`config.mk`:
```
export PLATFORM = sky130hd
export DESIGN_NAME = serial_link_bist
export DESIGN_NICKNAME = d
export VERILOG_FILES = /design/src/rtl/serial_link_bist.sv
export SDC_FILE = /design/constraint.sdc
export NUM_CORES = 1
export LEC_CHECK = 0
export BUFFER_PORTS_ARGS = -buffer_cell sky130_fd_sc_hd__buf_2
export CORE_ASPECT_RATIO = 1.75
export CORE_MARGIN = 2
export CORE_UTILIZATION = 40
export DETAILED_ROUTE_END_ITERATION = 8
export PLACE_DENSITY = 0.73
export SLEW_MARGIN = 15
export SYNTH_ARGS = -nofsm -noshare
export SYNTH_HDL_FRONTEND = slang
export SYNTH_SLANG_ARGS = --single-unit
```
`constraint.sdc`:
```
create_clock -name clk_i -period 3.5 [get_ports clk_i]
set_clock_uncertainty 0.1 [all_clocks]
set_input_delay 0.525 -clock clk_i [delete_from_list [all_inputs] [get_ports clk_i]]
set_output_delay 0.525 -clock clk_i [all_outputs]
set_load 0.05 [all_outputs]
```
`src/rtl/serial_link_bist.sv`:
```
// serial_link_bist: write/read-compare self-test engine that exercises each serial link in turn
// and reports per-link pass, a saturating error count and the first failing address/link.
module serial_link_bist #(
  parameter int NumLinks       = 2,
  parameter int AddrWidth      = 32,
  parameter int DataWidth      = 64,
  parameter int MaxWords       = 16,
  parameter int MaxOutstanding = 4,
  localparam int CntW  = $clog2(MaxWords + 1),
  localparam int LinkW = NumLinks > 1 ? $clog2(NumLinks) : 1
) (
  input  logic                 clk_i,
  input  logic                 rst_ni,
  input  logic                 start_i,
  input  logic [1:0]           mode_i,
  input  logic                 pattern_i,
  input  logic [DataWidth-1:0] seed_i,
  input  logic [AddrWidth-1:0] base_addr_i,
  input  logic [CntW-1:0]      num_words_i,
  input  logic [NumLinks-1:0]  train_done_i,
  output logic [LinkW-1:0]     link_sel_o,
  output logic                 req_o,
  input  logic                 gnt_i,
  output logic                 we_o,
  output logic [AddrWidth-1:0] addr_o,
  output logic [DataWidth-1:0] wdata_o,
  input  logic                 rvalid_i,
  input  logic [DataWidth-1:0] rdata_i,
  output logic                 busy_o,
  output logic                 done_o,
  output logic [NumLinks-1:0]  pass_o,
  output logic [15:0]          err_cnt_o,
  output logic [AddrWidth-1:0] first_err_addr_o,
  output logic [LinkW-1:0]     first_err_link_o
);
  localparam int OW = $clog2(MaxOutstanding + 1);
  typedef enum logic [2:0] {IDLE, WAIT_TRAIN, WRITE, READ, NEXT, DONE} state_t;
  state_t state, state_n;
  logic [1:0]           mode;
  logic                 pat;
  logic [DataWidth-1:0] seed;
  logic [AddrWidth-1:0] base;
  logic [CntW-1:0]      n, issued, rcvd, rcvd_n;
  logic [LinkW-1:0]     link;
  logic [OW-1:0]        outst, os_n;
  logic                 lost, trained, free, fire, rsp, mism, loss, can_issue;

  function automatic logic [DataWidth-1:0] pat_f(input logic p, input logic [DataWidth-1:0] s,
                                                 input logic [CntW-1:0] i);
    return p ? s ^ (DataWidth'(1) << (32'(i) % DataWidth)) : s + DataWidth'(i);
  endfunction

  always_comb begin
    trained   = train_done_i[link];
    free      = !req_o || gnt_i;
    fire      = req_o && gnt_i;
    rsp       = rvalid_i && outst != '0;
    os_n      = outst + OW'(fire && !we_o) - OW'(rsp);
    rcvd_n    = rcvd + CntW'(rsp);
    mism      = rsp && rdata_i != pat_f(pat, seed, rcvd);
    loss      = lost || !trained;
    can_issue = free && !loss && issued < n &&
                (state == WRITE || (state == READ && os_n < OW'(MaxOutstanding)));
  end

  always_ff @(posedge clk_i or negedge rst_ni)
    if (!rst_ni) state <= IDLE;
    else         state <= state_n;

  always_comb begin
    state_n = state;
    case (state)
      IDLE:       state_n = start_i ? WAIT_TRAIN : IDLE;
      WAIT_TRAIN: if (trained) state_n = mode == 2'd2 ? READ : WRITE;
      WRITE:      if (!trained) state_n = NEXT;
                  else if (free && issued == n) state_n = mode == 2'd1 ? NEXT : READ;
      READ:       if (os_n == '0 && (loss || rcvd_n == n)) state_n = NEXT;
      NEXT:       state_n = link == LinkW'(NumLinks - 1) ? DONE : WAIT_TRAIN;
      DONE:       state_n = IDLE;
      default:    state_n = IDLE;
    endcase
  end

  always_ff @(posedge clk_i or negedge rst_ni) begin
    if (!rst_ni) begin
      mode             <= '0;
      pat              <= 1'b0;
      seed             <= '0;
      base             <= '0;
      n                <= '0;
      issued           <= '0;
      rcvd             <= '0;
      link             <= '0;
      outst            <= '0;
      lost             <= 1'b0;
      req_o            <= 1'b0;
      we_o             <= 1'b0;
      addr_o           <= '0;
      wdata_o          <= '0;
      pass_o           <= '0;
      err_cnt_o        <= '0;
      first_err_addr_o <= '0;
      first_err_link_o <= '0;
    end else begin
      outst <= os_n;
      rcvd  <= rcvd_n;
      if (state == IDLE && start_i) begin
        mode             <= mode_i;
        pat              <= pattern_i;
        seed             <= seed_i;
        base             <= base_addr_i;
        n                <= num_words_i == '0 ? CntW'(1) :
                            num_words_i > CntW'(MaxWords) ? CntW'(MaxWords) : num_words_i;
        link             <= '0;
        pass_o           <= NumLinks'(1);
        err_cnt_o        <= '0;
        first_err_addr_o <= '0;
        first_err_link_o <= '0;
      end
      if (state == WAIT_TRAIN) begin
        issued <= '0;
        rcvd   <= '0;
        lost   <= 1'b0;
      end
      if (state == NEXT && state_n == WAIT_TRAIN) begin
        link                     <= link + LinkW'(1);
        pass_o[link + LinkW'(1)] <= 1'b1;
      end
      if ((state == WRITE || state == READ) && !trained) begin
        lost         <= 1'b1;
        pass_o[link] <= 1'b0;
      end
      if (mism) begin
        pass_o[link] <= 1'b0;
        if (err_cnt_o != '1) err_cnt_o <= err_cnt_o + 16'd1;
        if (err_cnt_o == '0) begin
          first_err_addr_o <= base + AddrWidth'(rcvd);
          first_err_link_o <= link;
        end
      end
      // Request outputs only change once the current beat is granted (or abandoned on training loss).
      if (can_issue) begin
        req_o   <= 1'b1;
        we_o    <= state == WRITE;
        addr_o  <= base + AddrWidth'(issued);
        wdata_o <= pat_f(pat, seed, issued);
        issued  <= issued + CntW'(1);
      end else if (free || loss) begin
        req_o <= 1'b0;
      end
      if (state == WRITE && state_n == READ) issued <= '0;
    end
  end

  assign link_sel_o = link;
  assign busy_o     = state inside {WAIT_TRAIN, WRITE, READ, NEXT};
  assign done_o     = state == DONE;
endmodule

```
* Word-level counts from Yosys, hierarchy flattened
Cells that the tools add are included.
** Storage, ports and cells
- Register bits :: 271
- Memories :: 0
- Output and inout bits :: 152
- Bits in latches :: 0
- Bits in read-only memories :: 0
- Bits in writable memories :: 0
- Logic and storage cells :: 135
** Cells by class
- Div/mod/pow operators :: 0
- Reduce and logical (&&, ||, !) cells :: 36
- Add/sub/neg operators :: 10
- Muxes and demuxes :: 42
- Magnitude comparators :: 7
- Bitwise gates (word level) :: 6
- Multipliers :: 0
- Equal/unequal tests :: 13
- Shift-type cells :: 2
** Operators by type and width (count)
- 64-bit by 5-bit adder with 64-bit output :: 2
- 64-bit 2-to-1 mux :: 2
- 1-bit by 5-bit left shift with 64-bit output (first input constant) :: 2
- 64-bit XOR :: 2
- 32-bit 2-to-1 mux :: 3
- 32-bit by 5-bit adder with 32-bit output :: 2
- 64-bit inequality test :: 1
- 16-bit 2-to-1 mux :: 3
- 5-bit 2-to-1 mux :: 6
- 3-bit 2-to-1 mux :: 6
- 16-bit by 1-bit adder with 16-bit output (second input constant) :: 1
- 1-bit logical AND :: 16
- 16-bit zero test :: 1
- 16-bit inequality test (second input constant) :: 1
- 1-bit 2-to-1 mux :: 15
- 3-bit case mux with 5 select lines :: 1
- 5-bit == test :: 2
- 3-bit by 2-bit == test with 1-bit output (second input constant) :: 3
- 2-bit 2-to-1 mux :: 4
- 3-bit by 1-bit == test with 1-bit output (second input constant) :: 2
- 3-bit == test (second input constant) :: 2
- 3-bit zero test :: 2
- 1-bit logical OR :: 6
- 2-bit nonzero test :: 3
- 20 further kinds :: 28

* Depth between registers and ports, before layout
- Depth after elaboration :: 15
- Depth in mapped cells :: 16

* Least setup slack after synthesis
Ideal clock, no wire load.
- Path kind :: flip-flop to flip-flop
- Start :: register rcvd[1]
- End :: register err_cnt_o[2]
- Data required time :: 3274 ps
- Arrival time :: 3531 ps
- Slack :: -257 ps
- Library setup time :: 126 ps
- Cell stages (with the launch flop) :: 14
- Period minus slack after synthesis :: 3757 ps
- Cells stage by stage :: dfrtp_1 > ha_1 > a21o_1 > and4_1 > nor2_1 > clkbuf_1 > o22ai_1 > xnor2_1 > nor4_1 > nand3_1 > or4_1 > o21ai_4 > nor2_2 > a221o_1
** Between the ends
- Word-level cells in the longest chain between the ends :: 6
- Elaborated cells between the ends (all ways) :: 7
- Those cells by class :: add/sub (1); eq/ne (1); shift (1); mux (2); bitwise (1); reduce/logical (1)
** Ends and longest elaborated chain
- start, declared :: line 43 : logic [CntW-1:0] n, issued, rcvd, rcvd_n;
- start signal, assigned :: line 106 : rcvd <= rcvd_n;
- branches (longest 2 deep; another with 64-bit by 5-bit adder with 64-bit output)
- 64-bit 2-to-1 mux (*) :: line 50 : return p ? s ^ (DataWidth'(1) << (32'(i) % DataWidth)) : s + DataWidth'(i);
- 64-bit inequality test (*) :: line 60 : mism = rsp && rdata_i != pat_f(pat, seed, rcvd);
- 1-bit logical AND (*) :: line 60
- 16-bit 2-to-1 mux (*) :: line 133 : if (mism) begin
- end signal, assigned :: line 135 : if (err_cnt_o != '1) err_cnt_o <= err_cnt_o + 16'd1;
- end, declared :: line 32 : output logic [15:0] err_cnt_o,
Every way passes the cells marked *.
A chain may end at the register's enable or synchronous reset.

* Worst setup path after layout
- Start :: register seed[0]
- End :: register err_cnt_o[2]
** Between the ends
- Word-level cells in the longest chain between the ends :: 5
- Elaborated cells between the ends (all ways) :: 6
- Those cells by class :: add/sub (1); eq/ne (1); mux (2); bitwise (1); reduce/logical (1)
** Ends and longest elaborated chain
- start, declared :: line 41 : logic [DataWidth-1:0] seed;
- start signal, assigned :: line 110 : seed <= seed_i;
- 64-bit by 5-bit adder with 64-bit output or 64-bit XOR (tied branches) :: line 50
- 64-bit 2-to-1 mux (*) :: line 50
- 64-bit inequality test (*) :: line 60
- 1-bit logical AND (*) :: line 60
- 16-bit 2-to-1 mux (*) :: line 133
Mark *: on every way between the ends. The rest lies on a longest branch, timed or not.

==> run_results.csv <==
group,metric,value,unit
routing,dr.pass1.iters,6,
run_status,violations,"negative setup slack",
floorplanning,core_area,43350,µm²
place,hpwl,67.91,mm
global_route,globalRouteOverflowTotal,0,
logic_synthesis,ys_seq_area_share,38.67,%
logic_synthesis,synthMuxAreaShare,1.348,%
clock_network,clock_latency,570,ps
place,portBuffers,326,
timing,slew_headroom,27.60,%
floorplanning,die-height,281,µm
logic_synthesis,synth_fp_nets,2385,
logic_synthesis,synth_top_area_cell,"dfrtp_1",
setup_path,worstSetupPathType,"reg2reg",
logic_synthesis,synth_enable_flop_cells,0,
setup_path,path_max_fanout,5,
place,pre_cts_slack,-821.5,ps
timing,slew_viol_final,0,
logic_synthesis,synth-compound-area-share,11.65,%
timing,fin_hold_ws,40.68,ps
place,gp_congestion,1.004,
global_route,grtUsageMet2,70.08,%
setup_path,cp.arrival,4370,ps
global_route,grt_pass1_vias,19780,
floorplanning,dieArea,45600,µm²
floorplanning,num_rows,101,
clock_network,cts_tree,"done",
clock_network,cts.sinks,271,
cells_and_area,num-nets-final,3038,
routing,routed_via_density,5.566,
logic_synthesis,ys_top_cells_by_area,"dfrtp_1 39%, nand2_1 11%, xnor2_1 7.6%",
cells_and_area,fin_util,56.44,%
global_route,grt_pass1_wl,121.7,mm
pwr,p_per_area,870.7,nW/µm²
logic_synthesis,yosys.area.top_type_share,38.67,%
clock_network,htree_levels,1,
global_route,use_met1,35.87,%
logic_synthesis,yosys.area_share.simple,28.86,%
logic_synthesis,synth-main-ff-cell,"dfrtp_1",
pwr,p_leak,11.51,nW
logic_synthesis,synthCells,2168,
cells_and_area,syn2layout_area_growth,39.50,%
routing,via_count,18960,
logic_synthesis,synth_xor_area_share,11.54,%
logic_synthesis,synth_most_common_cell,"nand2_1",
min_path,hold_class,"in2reg",
timing,rsz0062_at_grt,"true",
logic_synthesis,ys_seq_elements,271,
routing,wirelength,83.45,mm
clock_network,root_buffer,"clkbuf_16",
global_route,antenna_found_initial,3,
routing,wl_per_cell,24.50,µm
pwr,ir_drop,0.6485,mV
global_route,globalRouteTotalUtil,36.00,%
cells_and_area,n_antenna_cell,0,
clock_network,clkTransAtPathRegs,70,ps
setup_path,cp.required,3850,ps
timing,fmax,0.2487,GHz
timing,worst_pin_slew,1071,ps
logic_synthesis,async_flop_share,100.0,%
logic_synthesis,synthAdderAreaFrac,3.210,%
timing,setup_viol_count_final,51,
setup_path,worstSetupEndpointType,"flip-flop",
routing,antenna_left,0,
floorplanning,io_pins,327,
job,drv_cap,0,
run_status,outcome,"finished, violations left",
global_route,busiest_layer,"met2",
floorplanning,start_util,40.46,%
pwr,power.total,0.02130,W
logic_synthesis,synth_area,17540,µm²
global_route,met3_usage,3.985,%
timing,hold_violations,0,
timing,fin_crit_sh,114.9,%
clock_network,cts_buffer_depth,3,
routing,drtIter0Drc,1165,
timing,tns,-23510,ps
timing,setup_ws,-521.4,ps
logic_synthesis,postSynthAreaPerCell,8.090,µm²
routing,drc,0,
logic_synthesis,synth_common_cells,"523 x nand2_1, 271 x dfrtp_1, 156 x nor2_1",
logic_synthesis,synth_top_family_by_area,"simple AND/OR/NAND/NOR gates",
cells_and_area,drive_above_1_share,32.99,%
clock_network,cts_buffers,27,
setup_path,critPathLaunchType,"flip-flop",
logic_synthesis,yosys_warnings,0,
global_route,grt_max_degree,90,
timing,layout_min_cycle_time,4021,ps
logic_synthesis,synth.distinct_cells,84,
floorplanning,die_width,162.3,µm
final cells by class:
| type | instances | area, µm² |
|---|---|---|
| Fill cell | 3985 | 18880 |
| Multi-Input combinational cell | 1702 | 10530 |
| Inverter | 46 | 172.7 |
| Clock inverter | 13 | 226.5 |
| Tap cell | 566 | 708.2 |
| Timing Repair Buffer | 773 | 5328 |
| Clock buffer | 35 | 715.7 |
| Sequential cell | 271 | 6782 |
layer usage:
layer / vias up / part of all wire, %
met5: - / 0.036
met1: 9206 / 34
met3: 264 / 4.5
met2: 791 / 54
met4: 4 / 7.7
li1: 8694 / -
critical path: stages (launching register included):
cell,delay [ps]
dfrtp_1,410
ha_4,190
fa_2,430
a21o_1,210
a22oi_2,240
o22ai_1,130
xnor2_1,260
nand2_1,120
a221o_1,280
nand4b_1,180
or4b_4,590
o21ai_4,210
buf_12,150
buf_6,100
nor4b_2,40
a221o_1,270
state kept, by name (all words and copies together) (netlist names), 16 cells and up:
register / count
addr_o: 32
base: 32
err_cnt_o: 16
first_err_addr_o: 32
seed: 64
wdata_o: 64
where the power goes:
part	total, W	switching (W)	internal [W]
registers	0.00566	0.00127	0.00438
clock network	0.00321	0.00133	0.00188
logic	0.0124	0.00794	0.00450
total	0.0213	0.0105	0.0108
logic make-up (layout without fill, tap and decap cells):
family / after synthesis / in the layout
xor gates and xnor gates: 231 / 231
adders and majority gates: 42 / 42
AOI/OAI and AO/OA: 337 / 338
DFF: 271 / 271
and+or+nand+nor: 1068 / 1068
buffers and inverters: 196 / 867
muxes: 23 / 23
cells in the final DEF, fill, tap and decap left out, drive strengths merged, types with 20 or more instances in the layout:
cell,n
dfrtp,271
nand3,94
xor2,78
a21oi,45
nand2,523
and2,20
clkbuf,39
nor3,48
nand4,69
o21ai,184
inv,47
buf,768
and3,23
nor4,38
nor2,157
xnor2,153
ha,37
worst paths after layout:
check / from / endpoint / slack, ps / depth (start not counted)
min: seed_i[63] / seed[63]$_DFFE_PN0P_ / 40 / 3
max in group asynchronous: rst_ni / wdata_o[62]$_DFFE_PN0P_ / 1980 / 3
min reg2reg: wdata_o[32]$_DFFE_PN0P_ / wdata_o[32]$_DFFE_PN0P_ / 370 / 2
max: seed[0]$_DFFE_PN0P_ / err_cnt_o[2]$_DFF_PN0_ / -520 / 15
min in group asynchronous: rst_ni / outst[0]$_DFF_PN0_ / 490 / 2
max reg2reg: seed[0]$_DFFE_PN0P_ / err_cnt_o[2]$_DFF_PN0_ / -520 / 15
timing repair:
action,4_1_cts,5_1_grt
hold buffers,1,0
setup buffers,7,15
pin swaps,34,40
endpoints found under the hold margin,85,0
endpoints found under the setup margin,52,95
gates resized for setup,65,61
cloned,2,3
stage by stage:
step	instance area, µm²	cells
after floorplan	17620	2168
after global placement	22700	3334
after detailed placement	22700	3334
after CTS	24040	3391
after global routing	24470	3406
final	24470	3406
No activity file was read; power rests on OpenSTA's default activity.
